### src/rtl/game_hilo_scored_if.sv
// ---------------------------------------------------------------------------
// game_hilo_scored_if
// Groups the player-facing signals of the hi/lo guessing game.
//   btn_higher  : guess "higher" button level (externally synchronised)
//   btn_lower   : guess "lower" button level (externally synchronised)
//   value       : number on the display
//   result      : 00 none, 01 correct, 10 wrong
//   score       : number of correct guesses (SCORE_W bits, saturating)
//   lives_left  : remaining wrong guesses before game over
//   busy        : reveal in progress
//   game_over   : no lives left
// Modports: slave = the game core, master = the player / environment.
// ---------------------------------------------------------------------------
interface game_hilo_scored_if #(
    parameter int SCORE_W = 8
);
    logic               btn_higher;
    logic               btn_lower;
    logic [3:0]         value;
    logic [1:0]         result;
    logic [SCORE_W-1:0] score;
    logic [2:0]         lives_left;
    logic               busy;
    logic               game_over;

    modport slave (
        input  btn_higher, btn_lower,
        output value, result, score, lives_left, busy, game_over
    );

    modport master (
        output btn_higher, btn_lower,
        input  value, result, score, lives_left, busy, game_over
    );
endinterface

### src/rtl/game_hilo_scored.sv
// ---------------------------------------------------------------------------
// game_hilo_scored
// Higher/lower guessing game with score and lives. A free-running 16-bit
// LFSR feeds a draw register holding a number in 0..NUM_MAX. The player
// guesses whether the draw is higher or lower than the displayed number;
// the draw is then revealed for DELAY_TIME cycles and becomes the new
// current number. Running out of lives enters OVER; any guess restarts.
// Ports:
//   clk   : clock, all state on the rising edge
//   reset : asynchronous active-high reset
//   bus   : game_hilo_scored_if.slave (buttons in, display/status out)
// Compile-time option:
//   TIE_WINS_EN : when defined, draw == current counts as a correct guess
//                 for both buttons; otherwise a tie is wrong for both.
// All outputs come straight from registers.
// ---------------------------------------------------------------------------
module game_hilo_scored #(
    parameter int          NUM_MAX    = 9,
    parameter int          START_NUM  = 5,
    parameter int          DELAY_TIME = 10_000_000,
    parameter int          LIVES      = 3,
    parameter int          SCORE_W    = 8,
    parameter logic [15:0] SEED       = 16'hACE1
) (
    input  logic              clk,
    input  logic              reset,
    game_hilo_scored_if.slave bus
);

    typedef enum logic [1:0] {
        ST_CHECK = 2'd0,
        ST_SHOW  = 2'd1,
        ST_OVER  = 2'd2
    } state_t;

    localparam int                 CNT_W     = (DELAY_TIME > 1) ? $clog2(DELAY_TIME) : 1;
    localparam logic [CNT_W-1:0]   CNT_LAST  = CNT_W'(DELAY_TIME - 1);
    localparam logic [SCORE_W-1:0] SCORE_MAX = {SCORE_W{1'b1}};
    localparam logic [3:0]         START_V   = 4'(START_NUM);
    localparam logic [3:0]         MAX_V     = 4'(NUM_MAX);
    localparam logic [2:0]         LIVES_V   = 3'(LIVES);

    // Fibonacci LFSR step, taps 16,14,13,11.
    function automatic logic [15:0] lfsr_step(input logic [15:0] s);
        return {s[14:0], s[15] ^ s[13] ^ s[12] ^ s[10]};
    endfunction

    // Judge a guess: 1 = correct. The tie rule is fixed at compile time.
    function automatic logic judge(input logic hi, input logic [3:0] d, input logic [3:0] c);
        logic ok;
`ifdef TIE_WINS_EN
        if (d == c) begin
            ok = 1'b1;
        end else if (hi) begin
            ok = (d > c);
        end else begin
            ok = (d < c);
        end
`else
        if (hi) begin
            ok = (d > c);
        end else begin
            ok = (d < c);
        end
`endif
        return ok;
    endfunction

    state_t             state_r, state_s;
    logic [15:0]        lfsr_r;
    logic [3:0]         draw_r;
    logic [3:0]         cur_r, cur_s;
    logic [3:0]         reveal_r, reveal_s;
    logic [CNT_W-1:0]   cnt_r, cnt_s;
    logic               hi_prev_r, lo_prev_r;
    logic [3:0]         value_r, value_s;
    logic [1:0]         result_r, result_s;
    logic [SCORE_W-1:0] score_r, score_s;
    logic [2:0]         lives_r, lives_s;
    logic               busy_r, busy_s;
    logic               over_r, over_s;
    logic               ev_hi_s, ev_lo_s, ev_s;

    // Rising-edge guess detection; an edge while the other button is down is ignored.
    always_comb begin
        ev_hi_s = bus.btn_higher & ~hi_prev_r & ~bus.btn_lower;
        ev_lo_s = bus.btn_lower  & ~lo_prev_r & ~bus.btn_higher;
        ev_s    = ev_hi_s | ev_lo_s;
    end

    // Next-state and next-output logic for the game FSM.
    always_comb begin
        state_s  = state_r;
        cur_s    = cur_r;
        reveal_s = reveal_r;
        cnt_s    = cnt_r;
        value_s  = value_r;
        result_s = result_r;
        score_s  = score_r;
        lives_s  = lives_r;
        busy_s   = busy_r;
        over_s   = over_r;
        case (state_r)
            ST_CHECK: begin
                if (ev_s) begin
                    // Judged against the draw of the event cycle; revealed from next cycle.
                    reveal_s = draw_r;
                    value_s  = draw_r;
                    busy_s   = 1'b1;
                    cnt_s    = '0;
                    state_s  = ST_SHOW;
                    if (judge(ev_hi_s, draw_r, cur_r)) begin
                        result_s = 2'b01;
                        if (score_r != SCORE_MAX) begin
                            score_s = score_r + SCORE_W'(1);
                        end else begin
                            score_s = score_r;
                        end
                    end else begin
                        result_s = 2'b10;
                        if (lives_r != 3'd0) begin
                            lives_s = lives_r - 3'd1;
                        end else begin
                            lives_s = lives_r;
                        end
                    end
                end else begin
                    state_s = ST_CHECK;
                end
            end
            ST_SHOW: begin
                if (cnt_r == CNT_LAST) begin
                    cnt_s  = '0;
                    cur_s  = reveal_r;
                    busy_s = 1'b0;
                    if (lives_r != 3'd0) begin
                        state_s  = ST_CHECK;
                        result_s = 2'b00;
                        over_s   = 1'b0;
                    end else begin
                        state_s  = ST_OVER;
                        result_s = 2'b10;
                        over_s   = 1'b1;
                    end
                end else begin
                    cnt_s = cnt_r + CNT_W'(1);
                end
            end
            ST_OVER: begin
                if (ev_s) begin
                    score_s  = '0;
                    lives_s  = LIVES_V;
                    cur_s    = draw_r;
                    value_s  = draw_r;
                    result_s = 2'b00;
                    over_s   = 1'b0;
                    state_s  = ST_CHECK;
                end else begin
                    state_s = ST_OVER;
                end
            end
            default: begin
                state_s  = ST_CHECK;
                busy_s   = 1'b0;
                result_s = 2'b00;
            end
        endcase
    end

    // LFSR, draw register and button history; these run in every state.
    always_ff @(posedge clk or posedge reset) begin
        if (reset) begin
            lfsr_r    <= SEED;
            draw_r    <= START_V;
            hi_prev_r <= 1'b1;
            lo_prev_r <= 1'b1;
        end else begin
            lfsr_r    <= lfsr_step(lfsr_r);
            hi_prev_r <= bus.btn_higher;
            lo_prev_r <= bus.btn_lower;
            if (lfsr_r[3:0] <= MAX_V) begin
                draw_r <= lfsr_r[3:0];
            end else begin
                draw_r <= draw_r;
            end
        end
    end

    // FSM state and registered outputs.
    always_ff @(posedge clk or posedge reset) begin
        if (reset) begin
            state_r  <= ST_CHECK;
            cur_r    <= START_V;
            reveal_r <= START_V;
            cnt_r    <= '0;
            value_r  <= START_V;
            result_r <= 2'b00;
            score_r  <= '0;
            lives_r  <= LIVES_V;
            busy_r   <= 1'b0;
            over_r   <= 1'b0;
        end else begin
            state_r  <= state_s;
            cur_r    <= cur_s;
            reveal_r <= reveal_s;
            cnt_r    <= cnt_s;
            value_r  <= value_s;
            result_r <= result_s;
            score_r  <= score_s;
            lives_r  <= lives_s;
            busy_r   <= busy_s;
            over_r   <= over_s;
        end
    end

    assign bus.value      = value_r;
    assign bus.result     = result_r;
    assign bus.score      = score_r;
    assign bus.lives_left = lives_r;
    assign bus.busy       = busy_r;
    assign bus.game_over  = over_r;

endmodule

### src/flat_wrapper.sv
// flat-port wrapper written by rule: the top's interface ports become plain ports
module game_hilo_scored_flat 
#(
    parameter int          NUM_MAX    = 9,
    parameter int          START_NUM  = 5,
    parameter int          DELAY_TIME = 10_000_000,
    parameter int          LIVES      = 3,
    parameter int          SCORE_W    = 8,
    parameter logic [15:0] SEED       = 16'hACE1
)
  (clk, reset, bus_btn_higher, bus_btn_lower, bus_value, bus_result, bus_score, bus_lives_left, bus_busy, bus_game_over);
  game_hilo_scored_if #(.SCORE_W(SCORE_W)) bus_i ();
  input  logic clk;
  input  logic reset;
  input wire logic [$bits(bus_i.btn_higher)-1:0] bus_btn_higher;
  input wire logic [$bits(bus_i.btn_lower)-1:0] bus_btn_lower;
  output wire logic [$bits(bus_i.value)-1:0] bus_value;
  output wire logic [$bits(bus_i.result)-1:0] bus_result;
  output wire logic [$bits(bus_i.score)-1:0] bus_score;
  output wire logic [$bits(bus_i.lives_left)-1:0] bus_lives_left;
  output wire logic [$bits(bus_i.busy)-1:0] bus_busy;
  output wire logic [$bits(bus_i.game_over)-1:0] bus_game_over;
  assign bus_i.btn_higher = bus_btn_higher;
  assign bus_i.btn_lower = bus_btn_lower;
  assign bus_value = bus_i.value;
  assign bus_result = bus_i.result;
  assign bus_score = bus_i.score;
  assign bus_lives_left = bus_i.lives_left;
  assign bus_busy = bus_i.busy;
  assign bus_game_over = bus_i.game_over;
  game_hilo_scored #(.NUM_MAX(NUM_MAX), .START_NUM(START_NUM), .DELAY_TIME(DELAY_TIME), .LIVES(LIVES), .SCORE_W(SCORE_W), .SEED(SEED)) u_core (.clk(clk), .reset(reset), .bus(bus_i));
endmodule
### config.mk
export PLATFORM = sky130hd
export DESIGN_NAME = game_hilo_scored_flat
export DESIGN_NICKNAME = d
export VERILOG_FILES = /design/src/rtl/game_hilo_scored_if.sv /design/src/rtl/game_hilo_scored.sv /design/src/flat_wrapper.sv
export SDC_FILE = /design/constraint.sdc
export NUM_CORES = 1
export LEC_CHECK = 0
export BUFFER_PORTS_ARGS = -buffer_cell sky130_fd_sc_hd__buf_2
export CAP_MARGIN = 10
export CORE_MARGIN = 4
export CORE_UTILIZATION = 50
export CTS_BUF_LIST = sky130_fd_sc_hd__clkbuf_8
export CTS_CLUSTER_SIZE = 12
export DETAILED_ROUTE_END_ITERATION = 8
export PLACE_DENSITY_LB_ADDON = 0.3
export SETUP_SLACK_MARGIN = 0.02
export SYNTH_ARGS = -nofsm -noshare
export SYNTH_HDL_FRONTEND = slang
export SYNTH_SLANG_ARGS = --single-unit
### constraint.sdc
create_clock -name clk -period 2.27 [get_ports clk]
set_clock_uncertainty 0.15 [all_clocks]
set_input_delay 0.3405 -clock clk [delete_from_list [all_inputs] [get_ports clk]]
set_output_delay 0.3405 -clock clk [all_outputs]
set_load 0.03 [all_outputs]
==> results.md <==
* Outcome: finished with violations
* Failing checks: setup timing
* Die area at 8880 sq um
* Vias in the first global route at about 2700
* Initial antenna violation count at 0
* Max_cap viols at 0
* Adder-Cell Fraction of Synth Area at 0.0404
* Layout area overhead at 21.0%
* Synth Register Bits at 75
* Global-route wire length before repair at 12700 um
* Vias post-DR at 2840
* Dominant synthesized flop cell: dfrtp_1
* Final Slew Violations at 0
* Slew at the pin closest to its max-slew limit at 0.522 ns
* Area of the mapped netlist at 3720 sq um
* XOR/XNOR Fraction of Synth Area at 0.0330
* RSZ-0062 raised after global routing: true
* Largest family of logic cells by synthesized area: simple AND/OR/NAND/NOR gates
* Avg Cell Area, Syn at 10.6 sq um
* Synthesized netlist cell count at 350
* Required @ worst endpoint at 2.38 ns
* DRC Markers at 0
* Sequential share of the synthesized area at 0.511
* Reg2reg setup slack at -0.02 ns
* Min-Delay Path Depth at 0
* GRT overflow at 0
* Synth top area cells: dfrtp_1 (37%), dfstp_2 (14%), ha_1 (4.0%), nand2_1 (3.1%), nor2_1 (2.8%)
* Ys async rst share at 1.00
* Max Fclk at 0.438 GHz
* YS warnings at 0
* Hold Crit Class: flop to flop
* TNS Setup at -0.0279 ns
* Synth unique cells at 65
* Worst Hold Launch: u_core.lfsr_r[9]
* TritonCTS clock tree: built
* Static Leak at 0.00209 uW
* N_diodes at 0
* Final number of setup-violating endpoints at 3
* Row Count at 31
* GPL Wtd Cong at 0.882
* Reg2reg end: u_core.bus.score[0]
* Clk buf depth at 2
* CP endpoint kind: flop
* Clk pin slew, worst setup/hold paths at 0.09 ns
* I/O Buffers at 22
* Post-DRT Antenna Nets at 0
* Detailed Routing Iterations Pass 1 at 4
* DRT Wirelength at roughly 7700 um
* Synth top area share at 0.370
* Fin. Hold Viols at 0
* Hold EP: u_core.lfsr_r[10]
* Final Util at 0.621
* PnR worst setup slack at -0.0154 ns
* Worst rel slew slack at 0.652
* Initial Util at 0.513
* Die Ht at 94.3 um
* Fin crit share at 1.01
* Crit path max fanout at 4
* Fraction of layout instances using a drive strength above 1 at 0.324
* Synthesized Nets at 366
* WP data arrival at 2.40 ns
* Worst r2r src: u_core.draw_r[0]
* Reg2Reg Depth at 8
* Wire length per cell at ~15 um
* Worst vdd ir at 0.534 mV
* CTS Buf Count at 9
* Clock Sinks at 75
* HPWL after detailed placement at 4970 um
* Synthesized-area fraction occupied by and/or/nand/nor cells at 0.198
* Clk_lat worst skew at 0.36 ns
* Number of synthesized flops with an enable pin at 0
* # nets final at 425
* Min Tclk post-route at around 2.3 ns
* Critical path class: flop to flop
* Core Area at 7250 sq um
* Chip width at roughly 94 um
* Power per cell area at 562 nW/um^2
* Complex-gate fraction of the synthesized area at 0.138
* Largest area contributor in the netlist: dfrtp_1
* # IOs at 23
* Startpoint class of the critical path: flop
* DR vias/cell at 5.54
* H-tree Lvls at 3
* GRT Overall Usage at 0.181
* Largest net degree at the start of global routing at 76
* Post-synthesis mux area share at 0.0474
* Starting DRT DRC Count at 121
* CTS root buf: clkbuf_8
==> through the flow <==
stage / hold WS [ns] / worst slack [ns] / power [uW] / instance area (sq um) / cells
final: 0.196 / -0.0154 / 2530 / 4500 / 513
after global routing: 0.205 / -0.116 / 2620 / 4500 / 513
after CTS: 0.201 / 0.0211 / 2560 / 4410 / 509
after detailed placement: 0.189 / -0.0579 / 1430 / 4130 / 489
after global placement: 0.185 / 0.0204 / 1420 / 4130 / 489
after floorplan: 0.181 / 0.0281 / 1400 / 3730 / 350
==> power breakdown <==
part / internal [uW] / switching, uW / leakage (uW) / total [uW]
sequential: 1340 / 2.19 / 0.000924 / 1340
clock: 543 / 581 / 0.000111 / 1120
combinational: 18.2 / 44.4 / 0.00105 / 62.5
total: 1900 / 627 / 0.00209 / 2530
==> flip-flops by register name (all words and copies together) (netlist names) <==
| name | count |
|---|---|
| u_core.bus.busy | 1 |
| u_core.bus.game_over | 1 |
| u_core.bus.lives_left | 3 |
| u_core.bus.result | 2 |
| u_core.bus.score | 8 |
| u_core.bus.value | 4 |
| u_core.cnt_r | 24 |
| u_core.cur_r | 4 |
| u_core.draw_r | 4 |
| u_core.hi_prev_r | 1 |
| u_core.lfsr_r | 16 |
| u_core.lo_prev_r | 1 |
| u_core.reveal_r | 4 |
| u_core.state_r | 2 |
==> how the worst max path moves through the flow <==
| stage | startpoint | end | slack [ns] | cells past startpoint |
|---|---|---|---|---|
| 2_1_floorplan | u_core.draw_r[0] | u_core.bus.score[0] | 0.03 | 7 |
| 3_3_place_gp | u_core.draw_r[0] | u_core.bus.lives_left[0] | 0.02 | 8 |
| 3_5_place_dp | u_core.draw_r[0] | u_core.bus.score[5] | -0.06 | 9 |
| 4_1_cts | u_core.cur_r[2] | u_core.bus.lives_left[0] | 0.02 | 7 |
| 5_1_grt | u_core.draw_r[0] | u_core.bus.score[5] | -0.12 | 9 |
| 6_report | u_core.draw_r[0] | u_core.bus.score[0] | -0.02 | 8 |
==> per-layer routing <==
metal	wire length (um)	global-route usage	vias to the layer above
met4	142	0.0590	0
met2	3580	0.284	69
met1	3660	0.244	1371
met3	336	0.0481	15
li1	-	-	1385
met5	0	0	-
==> timing repair <==
item,4_1_cts,5_1_grt
resized for setup,4,11
setup buffers,1,4
endpoints found under the hold margin,57,0
hold buffers,3,0
endpoints found under the setup margin,11,35
pin swaps,5,8
==> cell usage after synthesis (3+ instances only) <==
master / number
dfrtp_1: 55
nand2_1: 31
nor2_1: 28
dfstp_2: 20
a21oi_1: 17
o21ai_0: 17
inv_1: 16
nand3_1: 16
ha_1: 12
nand4_1: 11
xor2_1: 11
mux2i_1: 8
clkbuf_1: 7
nor3_1: 7
o2bb2ai_1: 7
and3_1: 6
mux2_2: 6
a21o_1: 4
and2_1: 4
a22o_2: 3
nor4_1: 3
o21a_1: 3
or2_2: 3
xnor2_1: 3
==> cells by family (layout without fill, tap and decap cells) <==
kind of cell               after synthesis  count (layout)
DFF                                     75              75
xor gates and xnor gates                14              14
buffers and inverters                   27              91
muxes                                   16              16
AOI/OAI and AO/OA                       73              73
and+or+nand+nor                        133             133
adders and majority gates               12              12
==> final cells by class <==
| cell class | instances | area, sq um |
|---|---|---|
| clock buffer | 9 | 124 |
| clock inverter | 7 | 90.1 |
| fill | 608 | 2750 |
| inverter | 16 | 63.8 |
| multi-input combinational | 248 | 1790 |
| sequential | 75 | 1900 |
| tap | 99 | 124 |
| timing repair buffer | 59 | 408 |
==> placed cells by master (no fill, tap or decap), types with 3 or more instances in the layout <==
master	netlist	final
nor2_1	28	28
and3_1	6	6
ha_1	12	9
a22o_2	3	3
a21o_1	4	4
a21oi_1	17	15
mux2i_1	8	8
nor4_1	3	3
o21a_1	3	3
nand3_1	16	16
nand2_1	31	31
xor2_1	11	11
clkbuf_8	0	9
dfrtp_1	55	55
inv_8	0	3
buf_2	2	22
dlygate4sd3_1	0	3
xnor2_1	3	3
mux2_2	6	6
and2_1	4	4
or4_4	1	3
buf_4	0	33
dfstp_2	20	20
nand4_1	11	11
inv_6	0	3
or2_2	3	3
o21ai_0	17	17
inv_1	16	13
o2bb2ai_1	7	7
nor3_1	7	6
==> critical path: stages, from the launching register on <==
cell and delay [ns]:
dfstp_2 0.55, inv_2 0.05, ha_4 0.24, nor4b_4 0.27
buf_4 0.16, mux2i_1 0.07, mux2i_2 0.31, nand3b_1 0.15
o311ai_1 0.25
Power figures use the tool's default switching activity.
